`config.mk`:
```
export PLATFORM = sky130hd
export DESIGN_NAME = fetch_queue_flat
export DESIGN_NICKNAME = d
export VERILOG_FILES = /design/src/rtl/fetch_queue_pkg.sv /design/src/rtl/fetch_queue_if.sv /design/src/rtl/fetch_queue_storage.sv /design/src/rtl/fetch_queue.sv /design/src/flat_wrapper.sv
export SDC_FILE = /design/constraint.sdc
export NUM_CORES = 1
export LEC_CHECK = 0
export ABC_CLOCK_PERIOD_IN_PS = 8300
export CAP_MARGIN = 10
export CORE_ASPECT_RATIO = 0.75
export CORE_MARGIN = 4
export CORE_UTILIZATION = 30
export DETAILED_ROUTE_END_ITERATION = 7
export GPL_ROUTABILITY_DRIVEN = 0
export PLACE_DENSITY_LB_ADDON = 0.12
export SYNTH_ARGS = -nofsm -noshare
export SYNTH_HDL_FRONTEND = slang
export SYNTH_HIERARCHICAL = 1
export SYNTH_SLANG_ARGS = --single-unit
```
`constraint.sdc`:
```
create_clock -name clk -period 8.3 [get_ports clk]
set_input_delay 2.49 -clock clk [delete_from_list [all_inputs] [get_ports clk]]
set_output_delay 2.49 -clock clk [all_outputs]
set_load 0.005 [all_outputs]
```
`src/rtl/fetch_queue_pkg.sv`:
```
`default_nettype none
//------------------------------------------------------------------------------
// Module   : fetch_queue_pkg
// Purpose  : Shared constants, entry type and pointer-width helper for the queue.
// Revision : 1.0
//------------------------------------------------------------------------------
package fetch_queue_pkg;

   localparam int          FQ_DEPTH_DEFAULT = 4;
   localparam logic [31:0] FQ_NOP_INSTR     = 32'h0000_0000;
   localparam logic [31:0] FQ_PC_RESET      = 32'h0000_3000;

   typedef struct packed {
      logic [31:0] pc;
      logic [31:0] instr;
   } fq_entry_t;

   // A single-entry queue still needs one pointer bit.
   function automatic int fq_ptr_width(input int depth);
      return (depth > 1) ? $clog2(depth) : 1;
   endfunction

endpackage
`default_nettype wire

```
`src/rtl/fetch_queue_if.sv`:
```
`default_nettype none
//------------------------------------------------------------------------------
// Module   : fetch_queue_if
// Purpose  : Fetch-side push, decode-side pop, flush and occupancy signals.
// Revision : 1.0
//------------------------------------------------------------------------------
interface fetch_queue_if #(
   parameter int DEPTH = fetch_queue_pkg::FQ_DEPTH_DEFAULT
);
   localparam int CNT_W = $clog2(DEPTH) + 1;

   logic             in_valid;
   logic [31:0]      in_pc;
   logic [31:0]      in_instr;
   logic             in_ready;
   logic             out_valid;
   logic [31:0]      out_pc;
   logic [31:0]      out_instr;
   logic             out_ready;
   logic             flush;
   logic [CNT_W-1:0] count;

   modport master (
      output in_valid, in_pc, in_instr, out_ready, flush,
      input  in_ready, out_valid, out_pc, out_instr, count
   );

   modport slave (
      input  in_valid, in_pc, in_instr, out_ready, flush,
      output in_ready, out_valid, out_pc, out_instr, count
   );
endinterface
`default_nettype wire

```
`src/rtl/fetch_queue_storage.sv`:
```
`default_nettype none
//------------------------------------------------------------------------------
// Module   : fq_storage
// Purpose  : DEPTH x 64-bit entry array, one write port, one async read port.
// Revision : 1.0
//------------------------------------------------------------------------------
module fq_storage
   import fetch_queue_pkg::*;
#(
   parameter int DEPTH = FQ_DEPTH_DEFAULT,
   parameter int PTR_W = fq_ptr_width(DEPTH)
) (
   input  wire logic             clk,
   input  wire logic             we_i,
   input  wire logic [PTR_W-1:0] waddr_i,
   input  wire fq_entry_t        wdata_i,
   input  wire logic [PTR_W-1:0] raddr_i,
   output      fq_entry_t        rdata_o
);

   fq_entry_t mem_q [DEPTH];

   // No reset: validity is tracked entirely by the pointers and count.
   always_ff @(posedge clk) begin
      if (we_i) begin
         mem_q[waddr_i] <= wdata_i;
      end
   end

   assign rdata_o = mem_q[raddr_i];

endmodule
`default_nettype wire

```
`src/rtl/fetch_queue.sv`:
```
`default_nettype none
//------------------------------------------------------------------------------
// Module   : fetch_queue
// Purpose  : FIFO of {pc, instr} between fetch and decode with flush redirect.
// Revision : 1.0
//------------------------------------------------------------------------------
module fetch_queue
   import fetch_queue_pkg::*;
#(
   parameter int          DEPTH     = FQ_DEPTH_DEFAULT,
   parameter logic [31:0] NOP_INSTR = FQ_NOP_INSTR
) (
   input wire logic        clk,
   input wire logic        reset,
   fetch_queue_if.slave    q
);

   localparam int PTR_W = fq_ptr_width(DEPTH);
   localparam int CNT_W = $clog2(DEPTH) + 1;

   logic [PTR_W-1:0] wr_ptr_q, wr_ptr_d;
   logic [PTR_W-1:0] rd_ptr_q, rd_ptr_d;
   logic [CNT_W-1:0] count_q, count_d;

   logic      w_in_ready;
   logic      w_out_valid;
   logic      w_push;
   logic      w_pop;
   fq_entry_t w_wdata;
   fq_entry_t w_rdata;

   // Handshake qualifiers depend only on count_q, never on out_ready.
   assign w_in_ready  = (count_q < CNT_W'(DEPTH));
   assign w_out_valid = (count_q != '0);
   assign w_push      = q.in_valid && w_in_ready && !q.flush;
   assign w_pop       = w_out_valid && q.out_ready && !q.flush;
   assign w_wdata     = '{pc: q.in_pc, instr: q.in_instr};

   always_comb begin
      wr_ptr_d = wr_ptr_q + PTR_W'(w_push);
      rd_ptr_d = rd_ptr_q + PTR_W'(w_pop);
      count_d  = count_q + CNT_W'(w_push) - CNT_W'(w_pop);
      if (q.flush) begin
         wr_ptr_d = '0;
         rd_ptr_d = '0;
         count_d  = '0;
      end
   end

   always_ff @(posedge clk) begin
      if (reset) begin
         wr_ptr_q <= '0;
         rd_ptr_q <= '0;
         count_q  <= '0;
      end else begin
         wr_ptr_q <= wr_ptr_d;
         rd_ptr_q <= rd_ptr_d;
         count_q  <= count_d;
      end
   end

   fq_storage #(
      .DEPTH (DEPTH),
      .PTR_W (PTR_W)
   ) u_storage (
      .clk     (clk),
      .we_i    (w_push),
      .waddr_i (wr_ptr_q),
      .wdata_i (w_wdata),
      .raddr_i (rd_ptr_q),
      .rdata_o (w_rdata)
   );

   assign q.in_ready  = w_in_ready;
   assign q.out_valid = w_out_valid;
   assign q.out_pc    = w_out_valid ? w_rdata.pc    : 32'h0000_0000;
   assign q.out_instr = w_out_valid ? w_rdata.instr : NOP_INSTR;
   assign q.count     = count_q;

endmodule
`default_nettype wire

```
`src/flat_wrapper.sv`:
```
// flat-port wrapper written by rule: the top's interface ports become plain ports
module fetch_queue_flat import fetch_queue_pkg::*;
#(
   parameter int          DEPTH     = FQ_DEPTH_DEFAULT,
   parameter logic [31:0] NOP_INSTR = FQ_NOP_INSTR
)
  (clk, reset, q_in_valid, q_in_pc, q_in_instr, q_out_ready, q_flush, q_in_ready, q_out_valid, q_out_pc, q_out_instr, q_count);
  fetch_queue_if #(.DEPTH(DEPTH)) q_i ();
  input wire logic clk;
  input wire logic reset;
  input wire logic [$bits(q_i.in_valid)-1:0] q_in_valid;
  input wire logic [$bits(q_i.in_pc)-1:0] q_in_pc;
  input wire logic [$bits(q_i.in_instr)-1:0] q_in_instr;
  input wire logic [$bits(q_i.out_ready)-1:0] q_out_ready;
  input wire logic [$bits(q_i.flush)-1:0] q_flush;
  output wire logic [$bits(q_i.in_ready)-1:0] q_in_ready;
  output wire logic [$bits(q_i.out_valid)-1:0] q_out_valid;
  output wire logic [$bits(q_i.out_pc)-1:0] q_out_pc;
  output wire logic [$bits(q_i.out_instr)-1:0] q_out_instr;
  output wire logic [$bits(q_i.count)-1:0] q_count;
  assign q_i.in_valid = q_in_valid;
  assign q_i.in_pc = q_in_pc;
  assign q_i.in_instr = q_in_instr;
  assign q_i.out_ready = q_out_ready;
  assign q_i.flush = q_flush;
  assign q_in_ready = q_i.in_ready;
  assign q_out_valid = q_i.out_valid;
  assign q_out_pc = q_i.out_pc;
  assign q_out_instr = q_i.out_instr;
  assign q_count = q_i.count;
  fetch_queue #(.DEPTH(DEPTH), .NOP_INSTR(NOP_INSTR)) u_core (.clk(clk), .reset(reset), .q(q_i));
endmodule
```
==> results list <==
* Post-synthesis instance total: 442
* Final std cells w/o fill: 1064
- After global routing the overflow that remains totals 0.
- The worst hold path begins at u_core/wr_ptr_q[1].
- Antenna violations before repair: 1
- Once the floorplan was initialized, standard cells occupied 30.3% of the core.
- Number of buffers added on ports: approximately 140
* Minimum clock period: 5.84 ns
- Of the synthesized area, sequential elements account for ~77%.
- For this run, the slowest stage of the critical path takes roughly 1 ns.
- Setup total negative slack on the finished layout was measured at 0 ns.
- Normalized max-slew margin: between 20% and 30%
- #FFs+latches synth: around 260
- For this run, the total global-route usage over all layers was measured as 12.0%.
- Hold path depth: 2
- In this run, CTS created clock tree buffers numbering 28.
- After synthesis, the mean cell area works out to about 23 sq um.
- Synth warn: 6
* Post-CTS clock slew at the launch and capture registers of the worst setup and hold paths: 0.06 ns
* Die outline area: approximately 37000 sq um
- Cell internal pwr: about 2.2 mW
* Floorplan core area: 33500 sq um
- After detailed placement, the design holds a cell count of just over 1000.
* WP data required: 5.81 ns
- Horizontal die dimension: around 220 um
- STA classifies the critical path endpoint as an output port.
* Worst setup SP type: flop
- The final critical path takes up between 70 and 80% of the cycle.
- The first detailed-routing pass ran for 4 iterations.
- Routed via count: approximately 4800
- When the netlist entered floorplanning its net count stood at around 510.
- Switch share: roughly a fifth
- TritonCTS built the clock tree.
- Worst supply voltage drop on vdd: ~0.00011 V
* Register-to-register setup slack: between 5 and 6 ns
* Max-capacitance violation count: 0
- Dividing the detail-routed via count by the number of cells gives approximately 4.5.
- Cell area after technology mapping: between 10000 and 15000 sq um
* Clock latency of the later-clocked register in the worst-skew pair: 0.54 ns
- Power density normalized to cell area: between 200 and 250 nW/um^2
- After the first detailed-routing iteration, the DRC count stood at 284.
- Routed wire length: 22000 um
- In the final layout, the share of cells above drive strength 1 is around 18%.
- The final count of pins violating max slew came to 0.
- The tree is rooted in a clkbuf_16.
* Worst path bufs/invs: 2
- Average routed wire per standard cell: around 21 um
- Outcome: finished clean
* Tightest hold margin: a little over 0.6 ns
- Comb pwr share: 5.1%
- The worst register-to-register path ends at u_core/u_storage/mem_q[0][5].
- Largest clock skew in the final design: approximately 0.012 ns
- The via count of the first global-routing pass came to 5305.
- CP Cell Sequence: buf_4 > mux4_2 > and2_1 > clkdlybuf4s50_1
- For the pin with the worst max-slew slack, the measured transition is ~1.1 ns.
- CP max FO: 44
- In this run the worst hold path is classified as reg -> reg.
* Library cells used by synthesis: 25
- Launch instance of the worst register-to-register path: u_core/q.count[2]
- DRC viols: 0
- Clock Path Buffers: 3
* Fmax: between 150 and 200 MHz
* First-pass GRT wire length: 33400 um
- Of the total power, the clock network draws between 40% and 50%.
- The number of antenna diodes in the final layout is 0.
- Number of gates given a new drive strength after cts: 0
- The critical path in this run is classified as reg -> out.
- In this run the count of I/O pins placed on the die edge is about 140.
- Fraction of power consumed by sequential logic: a little over half
- Setup violations remaining at the end of the flow were counted as 0.
- For this design the total switching power over the nets is between 500 and 600 uW.
- Fin. Hold Viols: 0
- The number of setup buffers added after CTS is 0.
- Die height: 167 um
* Sink count of the clock tree: 263
* Dpl hpwl: between 10000 and 15000 um
* Kind of cell adding the most delay to the critical path: buffers and inverters
- After floorplanning, the core was divided into 58 placement rows.
* Number of cells traversed by the worst register-to-register path: 4
* Number of nets in the layout: 665
- Largest net degree at the start of global routing: 66
- From synthesis to final layout, the design area changed by 25.8%.
- End point of the most critical hold path: u_core/wr_ptr_q[1]
* Arrival time of data at the critical path endpoint: approximately 3.4 ns
- RSZ-0062 raised after global routing: no
- The analysis attributes to cell leakage a power of a little under 4 nW.
- Number of H-tree levels: 1
- Fillers: 3053
- Among all stages on the critical path, the largest delay is contributed by dfxtp_4.
- Number of buffers inserted by hold repair at cts: 0
- Once detail routing completed, the nets flagged for antenna violations numbered 0.
-- power groups by stage --
stage / Sequential (mW) / Clock [mW] / Combinational [mW]
5_1_grt: 1.49 / 1.26 / 0.155
4_1_cts: 1.49 / 1.20 / 0.146
2_1_floorplan: 1.51 / 0 / 0.0573
3_5_place_dp: 1.51 / 0 / 0.145
3_3_place_gp: 1.51 / 0 / 0.143
6_report: 1.49 / 1.15 / 0.141
-- synthesized netlist by cell type, drive strengths merged --
cell / instances / share of area (%)
and2: 66 / 4.1
and3: 1 / 0.062
and3b: 2 / 0.17
buf: 20 / 2.3
clkbuf: 2 / 0.086
dfxtp: 7 / 1.4
edfxtp: 256 / 76
fa: 1 / 0.20
ha: 2 / 0.25
inv: 2 / 0.074
mux4: 64 / 14
nand2b: 1 / 0.062
nor2: 1 / 0.037
nor3: 6 / 0.30
nor3b: 2 / 0.15
o21ai: 1 / 0.049
o311ai: 1 / 0.086
o31ai: 1 / 0.074
or3: 1 / 0.062
xnor2: 3 / 0.26
xor2: 2 / 0.17
-- metrics by stage --
stage | cell area, sq um | utilization, % | setup WS (ns) | power, mW
CTS | 12800 | 38.1 | 2.28 | 2.83
global route | 12800 | 38.1 | 2.14 | 2.90
global placement | 11900 | 35.6 | 2.81 | 1.66
detailed placement | 11900 | 35.6 | 2.73 | 1.66
floorplan | 10100 | - | 2.19 | 1.57
finish | 12800 | 38.1 | 2.46 | 2.78
-- worst register-to-register path, stage by stage (launching register included) --
cell	delay (ns)
dfxtp_1	0.36
nor3b_1	0.66
nor3b_4	0.29
buf_4	0.47
buf_4	0.60
-- per-layer routing --
layer | GRT usage, % | part of all wire (%) | vias to the layer above
li1 | - | - | 2116
met1 | 16.9 | 46 | 2506
met2 | 19.2 | 47 | 110
met3 | 2.90 | 4.6 | 36
met4 | 2.51 | 1.9 | 2
met5 | 0 | 0.059 | -
-- kinds of logic (layout without fill, tap and decap cells) --
logic type,Yosys count,in the layout,synth area share (%)
AO/OA/AOI/OAI,3,3,0.210
XOR/XNOR,5,5,0.432
adder cells (fa/ha/maj),3,3,0.444
buffers and inverters,24,196,2.47
flip-flops,263,263,77.2
multiplexers,64,64,14.4
AND/OR/NAND/NOR,80,80,4.91
-- sequential cells by signal, summed over array words and instances (netlist names) --
register,flops
u_core/u_storage/mem_q,256
u_core/wr_ptr_q,2
u_core/q.count,3
u_core/rd_ptr_q,2
-- area by class of cell --
class	count	area (sq um)	share of cell area (%)
clock inverters	16	97.6	0.765
multi-input cells	155	2090	16.4
flip-flops and latches	263	7840	61.4
well taps	450	563	4.41
inverters	2	7.51	0.0588
repair buffers	143	1420	11.1
clock buffers	35	748	5.87
-- how the worst max path moves through the flow --
stage | startpoint | to | cells past startpoint
3_5_place_dp | q_flush | u_core/u_storage/mem_q[2][35] | 4
6_report | u_core/rd_ptr_q[0] | q_out_instr[23] | 4
3_3_place_gp | q_flush | u_core/u_storage/mem_q[1][35] | 4
4_1_cts | u_core/rd_ptr_q[0] | q_out_pc[31] | 4
2_1_floorplan | q_flush | u_core/u_storage/mem_q[0][0] | 3
5_1_grt | u_core/rd_ptr_q[0] | q_out_pc[31] | 4
-- cell usage in the layout (no fill, tap or decap) --
cell type	netlist	routed
buf_4	0	6
dfxtp_1	7	5
ha_1	2	2
dfxtp_4	0	2
o311ai_0	1	1
fa_1	1	1
o31ai_1	1	1
inv_1	2	2
clkbuf_16	0	29
mux4_2	60	60
clkinv_2	0	5
xor2_1	2	2
or3_2	0	1
clkinv_1	0	9
mux4_1	4	4
bufinv_16	0	1
edfxtp_1	256	256
nor3b_4	0	1
clkdlybuf4s50_1	0	137
and3b_4	0	2
clkbuf_1	1	6
and2_1	66	66
nor3b_1	2	1
xnor2_1	3	3
and3_4	0	1
o21ai_0	1	1
clkinv_4	0	1
nor2_1	1	1
nand2b_1	1	1
nor3_1	6	6
Note: power is estimated with default switching activity, not from simulation.
==> variant 1, RTL diff (config.mk and constraints unchanged) <==
Make the reset (`reset`) asynchronous in one clocked block.
--- a/src/rtl/fetch_queue.sv
+++ b/src/rtl/fetch_queue.sv
@@ -47,7 +47,7 @@
       end
    end
 
-   always_ff @(posedge clk) begin
+   always_ff @(posedge clk or posedge reset) begin
       if (reset) begin
          wr_ptr_q <= '0;
          rd_ptr_q <= '0;
Function: differs if reset is asserted again (counterexample within 4 cycles, from zero or initial values and one cycle with reset high); with reset held inactive, the same outputs for 4 cycles.
==> variant 1 against the unedited design <==
- clock skew down 0.0058 ns
- setup slack got worse by 0.036 ns
- highest routed layer is now met4
- critical endpoint is now q_out_instr[21]
- area after synthesis rose by 0.28%
- hold slack improved by 0.037 ns
- fmax shrank 0.61%
- largest cell class unchanged
- via count is 0.90% lower
- routed wire length shrank 1.7%
- critical path depth unchanged
- sequential cell count unchanged
- cell area rose by 0.51%
Power is not compared: it rests on default switching activity, and its combinational part moved more than twofold at a synthesized area within 25%.
==> variant 1: results (changes against the unedited design) <==
status=finished clean (unchanged); filler cell count=3058 (was 3053); sequential cell area=7870 µm² (was 7835 µm²); Final Instance Count excl. Fillers=1065 (was 1064); dpl ws=2.850 ns (was 2.734 ns); Worst-Margin Slew=1.117 ns (was 1.130 ns); FF-to-FF setup slack=5.67 ns (was 5.53 ns); Hold Path Sink=u_core/wr_ptr_q[1]$_DFF_PP0_ (was u_core/wr_ptr_q[1]$_SDFF_PP0_); WHS=0.6561 ns (was 0.6195 ns); met3 WL=1216 µm (was 1022 µm); Worst R2R End=u_core/u_storage/mem_q[1][56]$_DFFE_PP_ (was u_core/u_storage/mem_q[0][5]$_DFFE_PP_); Critical Path AT=3.39 ns (was 3.35 ns); syn avg cell area=23.01 µm² (was 22.95 µm²); synth top area cells=edfxtp_1 (76%), mux4_2 (13%), and2_1 (3.9%) (was edfxtp_1 (76%), mux4_2 (13%), and2_1 (4.1%)); vias in the first global route=5423 (was 5305); top routing layer used=met4 (was met5); Routed WL per cell=20.30 µm (was 20.67 µm); Seq/Total Area, Yosys=77.30% (was 77.18%); met1 usage=15.37% (was 16.94%); clock network power share=32.1%; met2 usage=19.95% (was 19.20%); Final WS setup=2.423 ns (was 2.459 ns); met1 wire length=9406 µm (was 10100 µm); maximum fanout along the worst path=39 (was 44); initial antenna violation count=0 (was 1); layout cells sized above 1=18.05% (was 17.75%); DP Area=11940 µm² (was 11910 µm²); share of synthesized registers carrying an async set or reset=2.662% (was 0%); Initial DRC Count=248 (was 284); Critical Path Source=u_core/rd_ptr_q[0]$_DFF_PP0_ (was u_core/rd_ptr_q[0]$_SDFF_PP0_); Pwr Total=3.728 mW; routed wl met2=10600 µm (was 10440 µm); placed wire-length estimate=11860 µm (was 12280 µm); CP endpoint=q_out_instr[21] (was q_out_instr[23]); worst min-delay path startpoint=u_core/wr_ptr_q[1]$_DFF_PP0_ (was u_core/wr_ptr_q[1]$_SDFF_PP0_); Post-synth top cells=edfxtp_1 (256), and2_1 (64), mux4_2 (60), buf_6 (7), dfrtp_1 (7) (was edfxtp_1 (256), and2_1 (66), mux4_2 (60)); first-pass GRT wire length=32950 µm (was 33440 µm); slowest CP cell=dfrtp_4 (was dfxtp_4); All-Layer GR Usage=11.83% (was 12.04%); Worst Clk Skew=0.006305 ns (was 0.01214 ns)
variant 1: cell count changes after synthesis, moves of 2 or more:
cell	delta
dfrtp_1	+7
dfxtp_1	-7
and2_1	-2
nor2_1	+5
nor3_1	-6
nor2b_1	+2
variant 1: critical path, delay by kind of cell, from the launching register on:
kind	cells	cell delay, ns
buffers and inverters	2	1.08
DFF	1	0.97
muxes	1	0.61
and+or+nand+nor	1	0.16
variant 1: cells by family (layout without fill, tap and decap cells):
group | count (synthesis) | after routing | synth area share, %
muxes | 64 | 64 | 14.32
xor gates and xnor gates | 5 | 5 | 0.4306
adders and majority gates | 3 | 3 | 0.4428
DFF | 263 | 263 | 77.30
AOI/OAI and AO/OA | 3 | 3 | 0.2338
buffers and inverters | 25 | 198 | 2.485
and+or+nand+nor | 79 | 79 | 4.785
variant 1: area by class of cell:
cell class,instances,share of cell area (%)
clock buffer,38,5.923
clock inverter,14,0.9953
sequential,263,61.38
multi-input combinational,154,16.18
timing repair buffer,143,11.05
inverter,3,0.08782
tap,450,4.391
==> variant 2, RTL diff (same settings) <==
Made on the original files. The package constant `FQ_DEPTH_DEFAULT` goes from 4 to 8.
--- a/src/rtl/fetch_queue_pkg.sv
+++ b/src/rtl/fetch_queue_pkg.sv
@@ -6,7 +6,7 @@
 //------------------------------------------------------------------------------
 package fetch_queue_pkg;
 
-   localparam int          FQ_DEPTH_DEFAULT = 4;
+   localparam int          FQ_DEPTH_DEFAULT = 8;
    localparam logic [31:0] FQ_NOP_INSTR     = 32'h0000_0000;
    localparam logic [31:0] FQ_PC_RESET      = 32'h0000_3000;
 
Ports: changed (resized q_count); port bits go from 138 to 139. The function was not compared with the original's and may differ.
==> variant 2 against the unedited design <==
- routed wire length is 110% higher
- cell area is 92% higher
- area after synthesis is 100% higher
- clock skew is 0.0024 ns lower
- combinational power is 95% higher
- setup slack worse by 0.36 ns
- fmax is 5.8% lower
- synthesized cell count is 97% higher
- first-iteration DRC count is 110% higher
- sequential cell count is 259 higher
- critical path depth is 1 higher
- total power is 100% higher
- critical endpoint is now q_out_pc[3]
==> variant 2: results (changes against the unedited design) <==
status=finished clean (unchanged); multiplexer share of the synthesized area=17.83% (was 14.36%); first-pass GRT wire length=68370 µm (was 33440 µm); compound-gate portion of the synthesized area=0.1111% (was 0.2097%); dpl ws=2.474 ns (was 2.734 ns); Critical Path AT=3.71 ns (was 3.35 ns); H-tree Lvls=2 (was 1); All-Layer GR Usage=13.08% (was 12.04%); Clk Latency, worst-skew pair=0.59 ns (was 0.54 ns); peak supply drop=0.1373 mV (was 0.1083 mV); slowest stage delay, CP=0.79 ns (was 0.98 ns); DP Area=22740 µm² (was 11910 µm²); synth top area cells=edfxtp_1 (76%), mux4_2 (14%), mux2_2 (3.6%) (was edfxtp_1 (76%), mux4_2 (13%), and2_1 (4.1%)); # placed instances=1871 (was 1013); largest net degree at the start of global routing=88 (was 66); Sw Ratio=20.17% (was 19.85%); maximum fanout along the worst path=87 (was 44); met3 WL=2582 µm (was 1022 µm); Synth Area in Adders=0.5308% (was 0.4441%); Seq/Total Area, Yosys=76.83% (was 77.18%); nets@finish=1122 (was 665); max FFs per register=512 (was 256); Leak=7.437 nW (was 3.940 nW); met1 wire length=22280 µm (was 10100 µm); placed wire-length estimate=24650 µm (was 12280 µm); routed wl met2=20990 µm (was 10440 µm); P_seq=2.93 mW (was 1.49 mW); TritonRoute pass-1 iters=6 (was 4)
## variant 2: final cells by class
class | instances | area [µm²]
flip-flops and latches | 522 | 15590
clock inverters | 34 | 281.5
fillers | 6149 | 42420
clock buffers | 64 | 1453
diodes | 1 | 2.502
well taps | 882 | 1104
multi-input cells | 303 | 4451
repair buffers | 160 | 1584
inverters | 4 | 15.01
## variant 2: path summary, 6_finish.rpt
path                                  from                                     end  slack, ns  cells past startpoint
min reg2reg  u_core/wr_ptr_q[2]$_SDFF_PP0_           u_core/wr_ptr_q[2]$_SDFF_PP0_       0.57                      2
min          u_core/wr_ptr_q[2]$_SDFF_PP0_           u_core/wr_ptr_q[2]$_SDFF_PP0_       0.57                      2
max reg2reg   u_core/q.count[3]$_SDFF_PP0_  u_core/u_storage/mem_q[7][2]$_DFFE_PP_       5.22                      5
max          u_core/rd_ptr_q[0]$_SDFF_PP0_                             q_out_pc[3]       2.10                      5
